## src/rtl/dvp_pattern_tx.sv

```systemverilog
// dvp_pattern_tx: OV7670-style DVP transmitter (RGB565, high byte first).
// Pixels come from an internal pattern generator (bars, gradient, solid)
// or from an external first-word-fall-through FIFO. Every output change
// except the pclk rising edge is made on a fall tick, so href and data are
// stable for the whole pclk-high phase.
module dvp_pattern_tx #(
    parameter int H_ACTIVE    = 640,
    parameter int V_ACTIVE    = 480,
    parameter int H_BLANK     = 144,
    parameter int VSYNC_LINES = 3,
    parameter int V_BACK      = 17,
    parameter int V_FRONT     = 10,
    parameter int PCLK_HALF   = 2,
    parameter int PCLK_GATE   = 1
) (
    input  logic        clk_100,
    input  logic        rst_n,
    input  logic        enable,
    input  logic [1:0]  mode,
    input  logic [15:0] solid_rgb,
    input  logic [15:0] pix_in,
    input  logic        pix_empty,
    output logic        pix_rd,
    output logic        dvp_pclk,
    output logic        dvp_href,
    output logic        dvp_vsync,
    output logic [7:0]  dvp_db,
    output logic        frame_done,
    output logic        underflow,
    output logic [15:0] frame_count
);

    // One line-time in pclk periods: two bytes per pixel plus blanking.
    localparam int LINE  = 2 * H_ACTIVE + H_BLANK;
    localparam int BAR_W = H_ACTIVE / 8;
    localparam int PW    = (PCLK_HALF > 2) ? $clog2(PCLK_HALF) : 1;

    typedef enum logic [2:0] {
        S_IDLE, S_VSYNC, S_VBACK, S_ACTIVE, S_HBLANK, S_VFRONT
    } state_t;

    state_t        st, nst;
    logic [PW-1:0] pre;
    logic          ph;        // 0: next tick raises pclk, 1: next tick is a fall tick
    logic          tick, rtick, ftick;

    logic [15:0]   per, n_per;        // pclk period within line-time / blanking
    logic [15:0]   line_cnt, n_line;  // line-times spent in VSYNC/VBACK/VFRONT
    logic [15:0]   x, n_x, y, n_y;
    logic          bph, n_bph;        // byte phase: 0 = pixel[15:8], 1 = pixel[7:0]
    logic          latch, last;

    logic [1:0]    mode_q;
    logic [15:0]   solid_q;
    logic [15:0]   pix_q;
    logic [15:0]   pat;
    logic [2:0]    bar;

    assign tick  = (pre == PW'(PCLK_HALF - 1));
    assign rtick = tick & ~ph;
    assign ftick = tick & ph;

    // Prescaler: alternating rise/fall ticks every PCLK_HALF cycles.
    always_ff @(posedge clk_100 or negedge rst_n) begin
        if (!rst_n) begin
            pre <= '0;
            ph  <= 1'b0;
        end else if (tick) begin
            pre <= '0;
            ph  <= ~ph;
        end else begin
            pre <= pre + PW'(1);
        end
    end

    // pclk: rises on rise ticks (only during href when gated), falls on fall ticks.
    always_ff @(posedge clk_100 or negedge rst_n) begin
        if (!rst_n) begin
            dvp_pclk <= 1'b0;
        end else if (rtick) begin
            dvp_pclk <= (PCLK_GATE != 0) ? dvp_href : 1'b1;
        end else if (ftick) begin
            dvp_pclk <= 1'b0;
        end
    end

    // Next-state and next-counter logic, evaluated for the coming fall tick.
    always_comb begin
        nst    = st;
        n_per  = per;
        n_line = line_cnt;
        n_x    = x;
        n_y    = y;
        n_bph  = bph;
        latch  = 1'b0;
        last   = 1'b0;
        case (st)
            S_IDLE: begin
                if (enable) begin
                    nst    = S_VSYNC;
                    n_per  = '0;
                    n_line = '0;
                    latch  = 1'b1;
                end
            end
            S_VSYNC: begin
                if (per == 16'(LINE - 1)) begin
                    n_per = '0;
                    if (line_cnt == 16'(VSYNC_LINES - 1)) begin
                        nst    = S_VBACK;
                        n_line = '0;
                    end else begin
                        n_line = line_cnt + 16'd1;
                    end
                end else begin
                    n_per = per + 16'd1;
                end
            end
            S_VBACK: begin
                if (per == 16'(LINE - 1)) begin
                    n_per = '0;
                    if (line_cnt == 16'(V_BACK - 1)) begin
                        nst    = S_ACTIVE;
                        n_line = '0;
                        n_x    = '0;
                        n_y    = '0;
                        n_bph  = 1'b0;
                    end else begin
                        n_line = line_cnt + 16'd1;
                    end
                end else begin
                    n_per = per + 16'd1;
                end
            end
            S_ACTIVE: begin
                if (!bph) begin
                    n_bph = 1'b1;
                end else begin
                    n_bph = 1'b0;
                    if (x == 16'(H_ACTIVE - 1)) begin
                        nst   = S_HBLANK;
                        n_per = '0;
                    end else begin
                        n_x = x + 16'd1;
                    end
                end
            end
            S_HBLANK: begin
                if (per == 16'(H_BLANK - 1)) begin
                    n_per = '0;
                    if (y == 16'(V_ACTIVE - 1)) begin
                        nst    = S_VFRONT;
                        n_line = '0;
                        last   = 1'b1;
                    end else begin
                        nst   = S_ACTIVE;
                        n_y   = y + 16'd1;
                        n_x   = '0;
                        n_bph = 1'b0;
                    end
                end else begin
                    n_per = per + 16'd1;
                end
            end
            S_VFRONT: begin
                if (per == 16'(LINE - 1)) begin
                    n_per = '0;
                    if (line_cnt == 16'(V_FRONT - 1)) begin
                        n_line = '0;
                        if (enable) begin
                            nst   = S_VSYNC;
                            latch = 1'b1;
                        end else begin
                            nst = S_IDLE;
                        end
                    end else begin
                        n_line = line_cnt + 16'd1;
                    end
                end else begin
                    n_per = per + 16'd1;
                end
            end
            default: nst = S_IDLE;
        endcase
    end

    // Internal pattern value for the pixel about to be launched.
    always_comb begin
        bar = 3'(n_x / 16'(BAR_W));
        pat = 16'h0000;
        case (mode_q)
            2'd0: begin
                case (bar)
                    3'd0:    pat = 16'hFFFF;
                    3'd1:    pat = 16'hFFE0;
                    3'd2:    pat = 16'h07FF;
                    3'd3:    pat = 16'h07E0;
                    3'd4:    pat = 16'hF81F;
                    3'd5:    pat = 16'hF800;
                    3'd6:    pat = 16'h001F;
                    default: pat = 16'h0000;
                endcase
            end
            2'd1:    pat = {n_y[4:0], n_x[5:0], n_x[4:0]};
            2'd2:    pat = solid_q;
            default: pat = 16'h0000;
        endcase
    end

    // State, counters and registered DVP outputs, all advanced on fall ticks.
    always_ff @(posedge clk_100 or negedge rst_n) begin
        if (!rst_n) begin
            st          <= S_IDLE;
            per         <= '0;
            line_cnt    <= '0;
            x           <= '0;
            y           <= '0;
            bph         <= 1'b0;
            mode_q      <= 2'd0;
            solid_q     <= '0;
            pix_q       <= '0;
            pix_rd      <= 1'b0;
            dvp_href    <= 1'b0;
            dvp_vsync   <= 1'b0;
            dvp_db      <= '0;
            frame_done  <= 1'b0;
            underflow   <= 1'b0;
            frame_count <= '0;
        end else begin
            pix_rd     <= 1'b0;
            frame_done <= 1'b0;
            if (ftick) begin
                st        <= nst;
                per       <= n_per;
                line_cnt  <= n_line;
                x         <= n_x;
                y         <= n_y;
                bph       <= n_bph;
                dvp_href  <= (nst == S_ACTIVE);
                dvp_vsync <= (nst == S_VSYNC);
                dvp_db    <= 8'h00;
                if (latch) begin
                    mode_q  <= mode;
                    solid_q <= solid_rgb;
                end
                // A fresh start from IDLE forgets old underflows; the set below
                // cannot coincide because VSYNC is never an active state.
                if (st == S_IDLE && nst == S_VSYNC)
                    underflow <= 1'b0;
                if (last) begin
                    frame_done  <= 1'b1;
                    frame_count <= frame_count + 16'd1;
                end
                if (nst == S_ACTIVE) begin
                    if (!n_bph) begin
                        if (mode_q == 2'd3) begin
                            if (pix_empty) begin
                                underflow <= 1'b1;
                                pix_q     <= 16'h0000;
                            end else begin
                                pix_rd <= 1'b1;
                                pix_q  <= pix_in;
                                dvp_db <= pix_in[15:8];
                            end
                        end else begin
                            pix_q  <= pat;
                            dvp_db <= pat[15:8];
                        end
                    end else begin
                        dvp_db <= pix_q[7:0];
                    end
                end
            end
        end
    end

endmodule

```

## config.mk

```make
export PLATFORM = sky130hd
export DESIGN_NAME = dvp_pattern_tx
export DESIGN_NICKNAME = d
export VERILOG_FILES = /design/src/rtl/dvp_pattern_tx.sv
export SDC_FILE = /design/constraint.sdc
export NUM_CORES = 1
export LEC_CHECK = 0
export CORE_MARGIN = 2
export CORE_UTILIZATION = 53
export DETAILED_ROUTE_END_ITERATION = 7
export PLACE_DENSITY_LB_ADDON = 0.08
export SLEW_MARGIN = 40
export SYNTH_ARGS = -nofsm -noshare
export SYNTH_HDL_FRONTEND = slang
export SYNTH_SLANG_ARGS = --single-unit
```

## constraint.sdc

```tcl
create_clock -name clk_100 -period 4 [get_ports clk_100]
set_input_delay 1 -clock clk_100 [delete_from_list [all_inputs] [get_ports clk_100]]
set_output_delay 1 -clock clk_100 [all_outputs]
set_load 0.005 [all_outputs]
```

==> flow_metrics.env, run 1 <==
export IMPL_die_h_um=126.2
export IMPL_drt_iter0_markers=623
export IMPL_grt_ovfl_total=0
export IMPL_diodes=0
export IMPL_htree_levels=4
export IMPL_synth_compound_area_share_pct=22.76
export IMPL_cts_max_path_buffers=2
export IMPL_grt_max_degree=60
export IMPL_yosys_area_share_adder_pct=1.265
export IMPL_r2r_end="pix_q[0]$_DFFE_PN0P_"
export IMPL_peakVddDrop_v=0.0003342
export IMPL_status="finished, violations left"
export IMPL_synth_mux_area_fraction_pct=3.225
export IMPL_track_usage_pct=27.89
export IMPL_synth_edf_count=0
export IMPL_coreArea_um2=14590
export IMPL_syn_avg_cell_area_um2=8.566
export IMPL_initial_core_util_pct=54.25
export IMPL_cts_tree="yes"
export IMPL_postPlaceCellArea_um2=9778
export IMPL_worst_pin_slew_ns=0.7678
export IMPL_syn_inst=924
export IMPL_io_buffers=67
export IMPL_power_leakage_nw=4.932
export IMPL_synth_area_um2=7915
export IMPL_min_path_cells=1
export IMPL_failed_checks="setup timing"
export IMPL_start_kind="register"
export IMPL_synth_simple_area_share_pct=25.59
export IMPL_fin_crit_ns=4.271
export IMPL_worstSetupStartpoint="line_cnt[11]$_DFFE_PN0P_"
export IMPL_ys_types=89
export IMPL_dp_hpwl_mm=15.11
export IMPL_wire_per_inst_um=16.25
export IMPL_dominantRegCellSynth="dfrtp_1"
export IMPL_wl_mm=21.63
export IMPL_fin_ws_ns=-0.2710
export IMPL_ys_ff_latch=126
export IMPL_r2r_start="line_cnt[11]$_DFFE_PN0P_"
export IMPL_skew_ns=0.009155
export IMPL_synth_xor_area_share_pct=3.873
export IMPL_cts_made_buffers=17
export IMPL_hp_start="frame_count[15]$_DFFE_PN0P_"
export IMPL_pin_count=68
export IMPL_fin_crit_sh_pct=106.8
export IMPL_fin_nets=1181
export IMPL_cap_violations=0
export IMPL_ctsRootBufferMaster="clkbuf_16"
export IMPL_finalSetupViolations=15
export IMPL_drive_gt1_share_pct=25.54
export IMPL_powerDensity_nw_per_um2=277.5
export IMPL_synth_top_family_by_area="simple AND/OR/NAND/NOR gates"
export IMPL_crit_type="register to register"
export IMPL_synth_fp_nets=970
export IMPL_hold_path_class="register to register"
export IMPL_clkSinkCount=126
export IMPL_viasPerCell=5.850
export IMPL_postCtsHoldBufs=0
export IMPL_num_vias=7786
export IMPL_clk_latency_ns=0.43
export IMPL_rows=44
export IMPL_grt_pass1_vias=7642
export IMPL_path_max_fanout=7
export IMPL_hold_viol=0
export IMPL_final_util_pct=74.73
export IMPL_drc=0
export IMPL_dr_pass1_iters=5
export IMPL_r2r_setup_slack_ns=-0.27
export IMPL_rr_worst_depth=16
export IMPL_max_freq_mhz=234.1
export IMPL_endpoint_kind="register"
export IMPL_required_ns=4.30
export IMPL_antenna_left=0
export IMPL_ys_warn_count=0
export IMPL_power_mw=3.025
export IMPL_rsz0062_at_grt="yes"
export IMPL_nFillCells=1088
export IMPL_synthToLayoutAreaGrowth_pct=37.75
export IMPL_drv_slew=0
export IMPL_slew_headroom_pct=48.69
export IMPL_grt_pass1_wl_mm=36.67
export IMPL_gp_congestion=0.8570
export IMPL_die_w_um=126.2
export IMPL_antenna_found_initial=0
export IMPL_ys_seq_area_share_pct=39.84
export IMPL_hold_path_endpoint="frame_count[15]$_DFFE_PN0P_"
export IMPL_worst_ep_arrival_time_ns=4.57
export IMPL_die_area_um2=15930
export IMPL_clk_pin_slew_worst_paths_ns=0.06
export IMPL_ys_async_sr_fraction_pct=100.0
export IMPL_fin_area_um2=10900
-- routing by layer --
layer	wire (um)	share of wire, %	track usage, %	vias to the layer above
li1	-	-	-	3824
met1	10030	46	38.80	3688
met2	10010	46	44.05	232
met3	1170	5.4	6.202	42
met4	418	1.9	8.080	0
met5	0	0	0	-
-- state kept, by name, summed over array words and instances (netlist names) --
register and flops:
frame_count 16, line_cnt 16, per 16, solid_q 16, x 16, y 16
dvp_db 8, pix_q 8, st 3, mode_q 2, bph 1, dvp_href 1
dvp_pclk 1, dvp_vsync 1, frame_done 1, ph 1, pix_rd 1, pre 1
underflow 1
-- kinds of logic (layout without fill, tap and decap cells) --
logic type	Yosys count	after routing
AND/OR/NAND/NOR	396	396
AO/OA/AOI/OAI	267	267
flip-flops	126	126
buffers and inverters	69	292
XOR/XNOR	35	35
multiplexers	23	23
adder cells (fa/ha/maj)	8	8
-- area by class of cell --
type / instances / area [um^2] / area share, %
tap: 184 / 230.2 / 2.112
clock inverter: 11 / 177.7 / 1.630
timing repair buffer: 235 / 1972 / 18.09
inverter: 26 / 97.59 / 0.8951
sequential: 126 / 3153 / 28.92
clock buffer: 20 / 456.7 / 4.189
multi-input combinational: 729 / 4816 / 44.17
-- power by group --
group,internal (mW),total [mW],switching [mW],leakage [nW]
logic,0.0342,0.0655,0.0312,2.89
clock network,1.08,1.68,0.602,0.312
registers,1.27,1.27,0,1.73
total,2.39,3.03,0.634,4.93
-- per-stage QoR --
| step | TNS [ns] | setup slack (ns) | hold WS, ns | instances |
|---|---|---|---|---|
| CTS | -1.999 | -0.1824 | 0.4739 | 1326 |
| global route | -6.385 | -0.4900 | 0.4886 | 1331 |
| global placement | -3.418 | -0.2831 | 0.4621 | 1280 |
| floorplan | 0 | 0.01026 | 0.4370 | 924 |
| finish | -3.023 | -0.2710 | 0.4693 | 1331 |
| detailed placement | -4.825 | -0.3592 | 0.4664 | 1280 |
-- worst max-delay path by stage --
stage                                        to  slack (ns)  cells past startpoint
after global routing       pix_q[0]$_DFFE_PN0P_       -0.49                     18
after global placement     pix_q[0]$_DFFE_PN0P_       -0.28                     16
after detailed placement  dvp_db[6]$_DFFE_PN0P_       -0.36                     19
final                      pix_q[0]$_DFFE_PN0P_       -0.27                     16
after CTS                  pix_q[0]$_DFFE_PN0P_       -0.18                     17
after floorplan            pix_q[0]$_DFFE_PN0P_        0.01                     18
-- worst max-delay path, cell delays in order (launching register included) --
cell,delay [ns]
dfrtp_1,0.39
nor4_2,0.29
buf_4,0.17
nand4_4,0.08
o21a_4,0.26
o21a_4,0.26
a211o_4,0.39
nor4_4,0.35
nor3_2,0.13
o21a_4,0.23
a41oi_2,0.18
a41oi_2,0.16
a211oi_4,0.39
nand2_1,0.11
a221o_1,0.37
a31oi_4,0.25
a31oi_1,0.10
-- timing repair --
| item | 4_1_cts | 5_1_grt |
|---|---|---|
| gates resized for setup | 41 | 27 |
| buffers inserted | 15 | 5 |
| pin swaps | 24 | 7 |
| endpoints found under the setup margin | 16 | 16 |
-- cell usage after synthesis (all sizes together) (3+ instances only) --
library cell / instances / area, um^2
nand3: 36 / 190.2
o21a: 7 / 61.31
a21oi: 46 / 245.2
nor4: 16 / 155.2
nor2: 75 / 281.5
nand2: 126 / 473.0
clkbuf: 37 / 138.9
o211ai: 8 / 65.06
a211oi: 6 / 75.07
mux2i: 3 / 30.03
and3: 36 / 225.2
nor3: 26 / 130.1
ha: 8 / 100.1
xnor2: 19 / 166.4
o31a: 3 / 26.28
or3: 5 / 31.28
a22oi: 9 / 72.57
buf: 6 / 36.28
nand2b: 7 / 43.79
dfrtp: 126 / 3153
a21o: 5 / 37.54
and3b: 3 / 26.28
a31oi: 19 / 155.2
and4: 11 / 96.34
o22ai: 7 / 50.05
o21ai: 103 / 526.8
o31ai: 16 / 120.1
a41oi: 5 / 43.79
nand4: 17 / 112.6
or2: 5 / 31.28
inv: 26 / 97.59
nor2b: 14 / 87.58
xor2: 16 / 140.1
and2: 13 / 81.33
mux2: 20 / 225.2
-- cells in the final DEF, fill, tap and decap left out, types with 17 or more instances in the layout --
master / Yosys / routed
and3_1: 36 / 36
a21oi_1: 44 / 43
clkdlybuf4s50_1: 0 / 66
clkbuf_16: 0 / 17
nor3_1: 26 / 19
nor2_1: 75 / 73
xnor2_1: 19 / 18
dfrtp_1: 126 / 126
nand2_1: 126 / 126
nand3_1: 34 / 33
buf_4: 0 / 160
mux2_2: 20 / 20
o21ai_0: 98 / 92
inv_1: 25 / 25
Note: power is estimated with default switching activity, not from simulation.
==> inputs of run 2 (changes only) <==
--- a/config.mk
+++ b/config.mk
@@ -5,6 +5,7 @@
 export SDC_FILE = /design/constraint.sdc
 export NUM_CORES = 1
 export LEC_CHECK = 0
+export ABC_AREA = 1
 export CORE_MARGIN = 2
 export CORE_UTILIZATION = 53
 export DETAILED_ROUTE_END_ITERATION = 7
==> flow_metrics.env, run 2 <==
export IMPL_status="finished, violations left"
export IMPL_failed_checks="setup timing"
export IMPL_drt_iter0_markers=698
export IMPL_clk_latency_ns=0.42
export IMPL_max_freq_mhz=207.2
export IMPL_hold_path_class="register to register"
export IMPL_yosysTopAreaCell="dfrtp_1"
export IMPL_htree_levels=4
export IMPL_dominantRegCellSynth="dfrtp_1"
export IMPL_path_common_cell="nand2_4"
export IMPL_cap_violations=0
export IMPL_slowest_stage="dfrtp_1"
export IMPL_fin_hold_ws_ns=0.4535
export IMPL_synth_area_um2=7898
export IMPL_synth_top_area_share_pct=39.92
export IMPL_postPlaceCellArea_um2=9926
export IMPL_fin_crit_ns=4.827
export IMPL_die_h_um=126.1
export IMPL_num_vias=8310
export IMPL_dp_cells=1487
export IMPL_worst_pin_slew_ns=0.7179
export IMPL_antenna_found_initial=0
export IMPL_ys_types=52
export IMPL_grt_max_degree=51
export IMPL_final_common_cell="nand2_1"
export IMPL_viasPerCell=5.421
export IMPL_io_buffers=67
export IMPL_skew_ns=0.009595
export IMPL_fin_crit_sh_pct=120.7
export IMPL_synth_common_cells="246 x nand2_1, 150 x inv_1, 126 x dfrtp_1"
export IMPL_track_usage_pct=28.32
export IMPL_drv_slew=0
export IMPL_post_place_ws_ns=-0.7604
export IMPL_ys_async_sr_fraction_pct=100.0
export IMPL_layout_common_cells="204 x nand2_1, 170 x buf_4, 142 x inv_1"
export IMPL_multiInputGateArea_um2=4623
export IMPL_drive_gt1_share_pct=28.32
export IMPL_cts_max_path_buffers=2
export IMPL_path_buf_inv=7
export IMPL_syn_inst=1096
export IMPL_r2r_setup_slack_ns=-0.83
export IMPL_ys_ff_latch=126
export IMPL_peakVddDrop_v=0.0002666
export IMPL_finalSetupViolations=16
export IMPL_dp_hpwl_mm=15.81
export IMPL_final_cells=1533
export IMPL_synth_edf_count=0
export IMPL_rows=44
export IMPL_wl_mm=22.83
export IMPL_grt_pass1_vias=8067
export IMPL_cts_made_buffers=17
export IMPL_path_max_fanout=6
export IMPL_crit_cells=46
export IMPL_power_leakage_nw=5.554
export IMPL_yosysMostFrequentCell="nand2_1"
export IMPL_worstSetupStartpoint="y[1]$_DFFE_PN0P_"
export IMPL_grt_ovfl_total=0
export IMPL_hold_viol=0
export IMPL_r2r_start="y[1]$_DFFE_PN0P_"
export IMPL_slowest_delay_ns=0.37
export IMPL_gp_congestion=0.9460
export IMPL_endpoint_kind="register"
export IMPL_die_w_um=126.1
export IMPL_die_area_um2=15890
export IMPL_powerDensity_nw_per_um2=259.2
export IMPL_fin_nets=1382
export IMPL_initial_core_util_pct=54.34
export IMPL_worst_ep_arrival_time_ns=5.15
export IMPL_setup_tns_final_ns=-12.03
export IMPL_seq_area_um2=3153
export IMPL_drc=0
export IMPL_diodes=0
export IMPL_critPathTopFamily="simple AND/OR/NAND/NOR gates"
export IMPL_pin_count=68
export IMPL_wire_per_inst_um=14.89
export IMPL_required_ns=4.32
export IMPL_antenna_left=0
export IMPL_slew_headroom_pct=51.96
export IMPL_dr_pass1_iters=6
export IMPL_syn_avg_cell_area_um2=7.206
export IMPL_clkSinkCount=126
export IMPL_ys_seq_area_share_pct=39.92
export IMPL_synthToLayoutAreaGrowth_pct=41.68
export IMPL_crit_end="pix_q[1]$_DFFE_PN0P_"
export IMPL_synth_fp_nets=1142
export IMPL_ys_warn_count=0
export IMPL_coreArea_um2=14530
export IMPL_crit_type="register to register"
export IMPL_clk_pin_slew_worst_paths_ns=0.06
export IMPL_grt_pass1_wl_mm=37.25
export IMPL_nFillCells=1086
export IMPL_fin_ws_ns=-0.8273
export IMPL_rsz0062_at_grt="yes"
export IMPL_synth_area_leaders="dfrtp_1 40%, nand2_1 12%, inv_1 7.1%, nand3_1 5.3%, nor2_1 5.0%"
export IMPL_fin_area_um2=11190
export IMPL_r2r_end="pix_q[1]$_DFFE_PN0P_"
export IMPL_rr_worst_depth=46
export IMPL_cts_tree="yes"
export IMPL_ctsRootBufferMaster="clkbuf_16"
export IMPL_start_kind="register"
run 2: kinds of logic (layout without fill, tap and decap cells):
logic type      count (synthesis)  in the layout  synth area share [%]
buf+inv                       187            440                 8.951
fa+ha+maj                       8              8                 1.267
simple gates                  553            553                 32.34
compound gates                193            193                 14.02
xor+xnor                       20             20                 2.218
flops                         126            126                 39.92
mux                             9              9                 1.283
run 2: worst reg2reg max path: cells and delay by family, from the launching register on:
family | cells | cell delay (ns)
buffers and inverters | 7 | 0.49
adders and majority gates | 1 | 0.20
and+or+nand+nor | 33 | 2.84
AOI/OAI and AO/OA | 5 | 0.84
DFF | 1 | 0.37
run 2: area by class of cell:
| type | count | share of cell area, % |
|---|---|---|
| clock buffer | 18 | 3.835 |
| timing repair buffer | 237 | 17.41 |
| sequential | 126 | 28.18 |
| multi-input combinational | 783 | 41.32 |
| clock inverter | 14 | 1.420 |
| inverter | 171 | 5.781 |
| tap | 184 | 2.057 |
run 2: timing repair:
action | CTS | global route
hold endpoints to repair | 0 | 0
buffers inserted | 8 | 6
pin swaps | 20 | 50
resized for setup | 34 | 107
endpoints found under the setup margin | 16 | 16
hold buffers | 0 | 0
run 2: power by group:
part           switching, mW  internal [mW]
Sequential                 0           1.27
Combinational         0.0381         0.0376
Clock                  0.623          0.928
run 2: layer usage:
metal,up-vias,track usage [%],wire (um),share of wire (%)
met5,-,0,0,0
met4,0,8.080,534,2.3
met3,51,5.777,1234,5.4
met2,269,47.69,11100,49
met1,3914,37.24,9962,44
li1,4076,-,-,-
run 2: stage by stage:
stage                     util [%]  power (mW)
after floorplan                  -       1.307
after global placement       68.29       1.373
after detailed placement     68.29       1.374
after CTS                    73.60       2.916
after global routing         76.99       2.988
final                        76.99       2.901
run 2: worst min-delay path by stage:
stage	from	to	slack, ns	depth (start not counted)
final	pre$_DFF_PN0_	pre$_DFF_PN0_	0.45	1
after global routing	pre$_DFF_PN0_	pre$_DFF_PN0_	0.48	1
after CTS	pre$_DFF_PN0_	pre$_DFF_PN0_	0.46	1
after detailed placement	pre$_DFF_PN0_	pre$_DFF_PN0_	0.45	1
after global placement	pre$_DFF_PN0_	pre$_DFF_PN0_	0.45	1
after floorplan	pre$_DFF_PN0_	pre$_DFF_PN0_	0.43	1
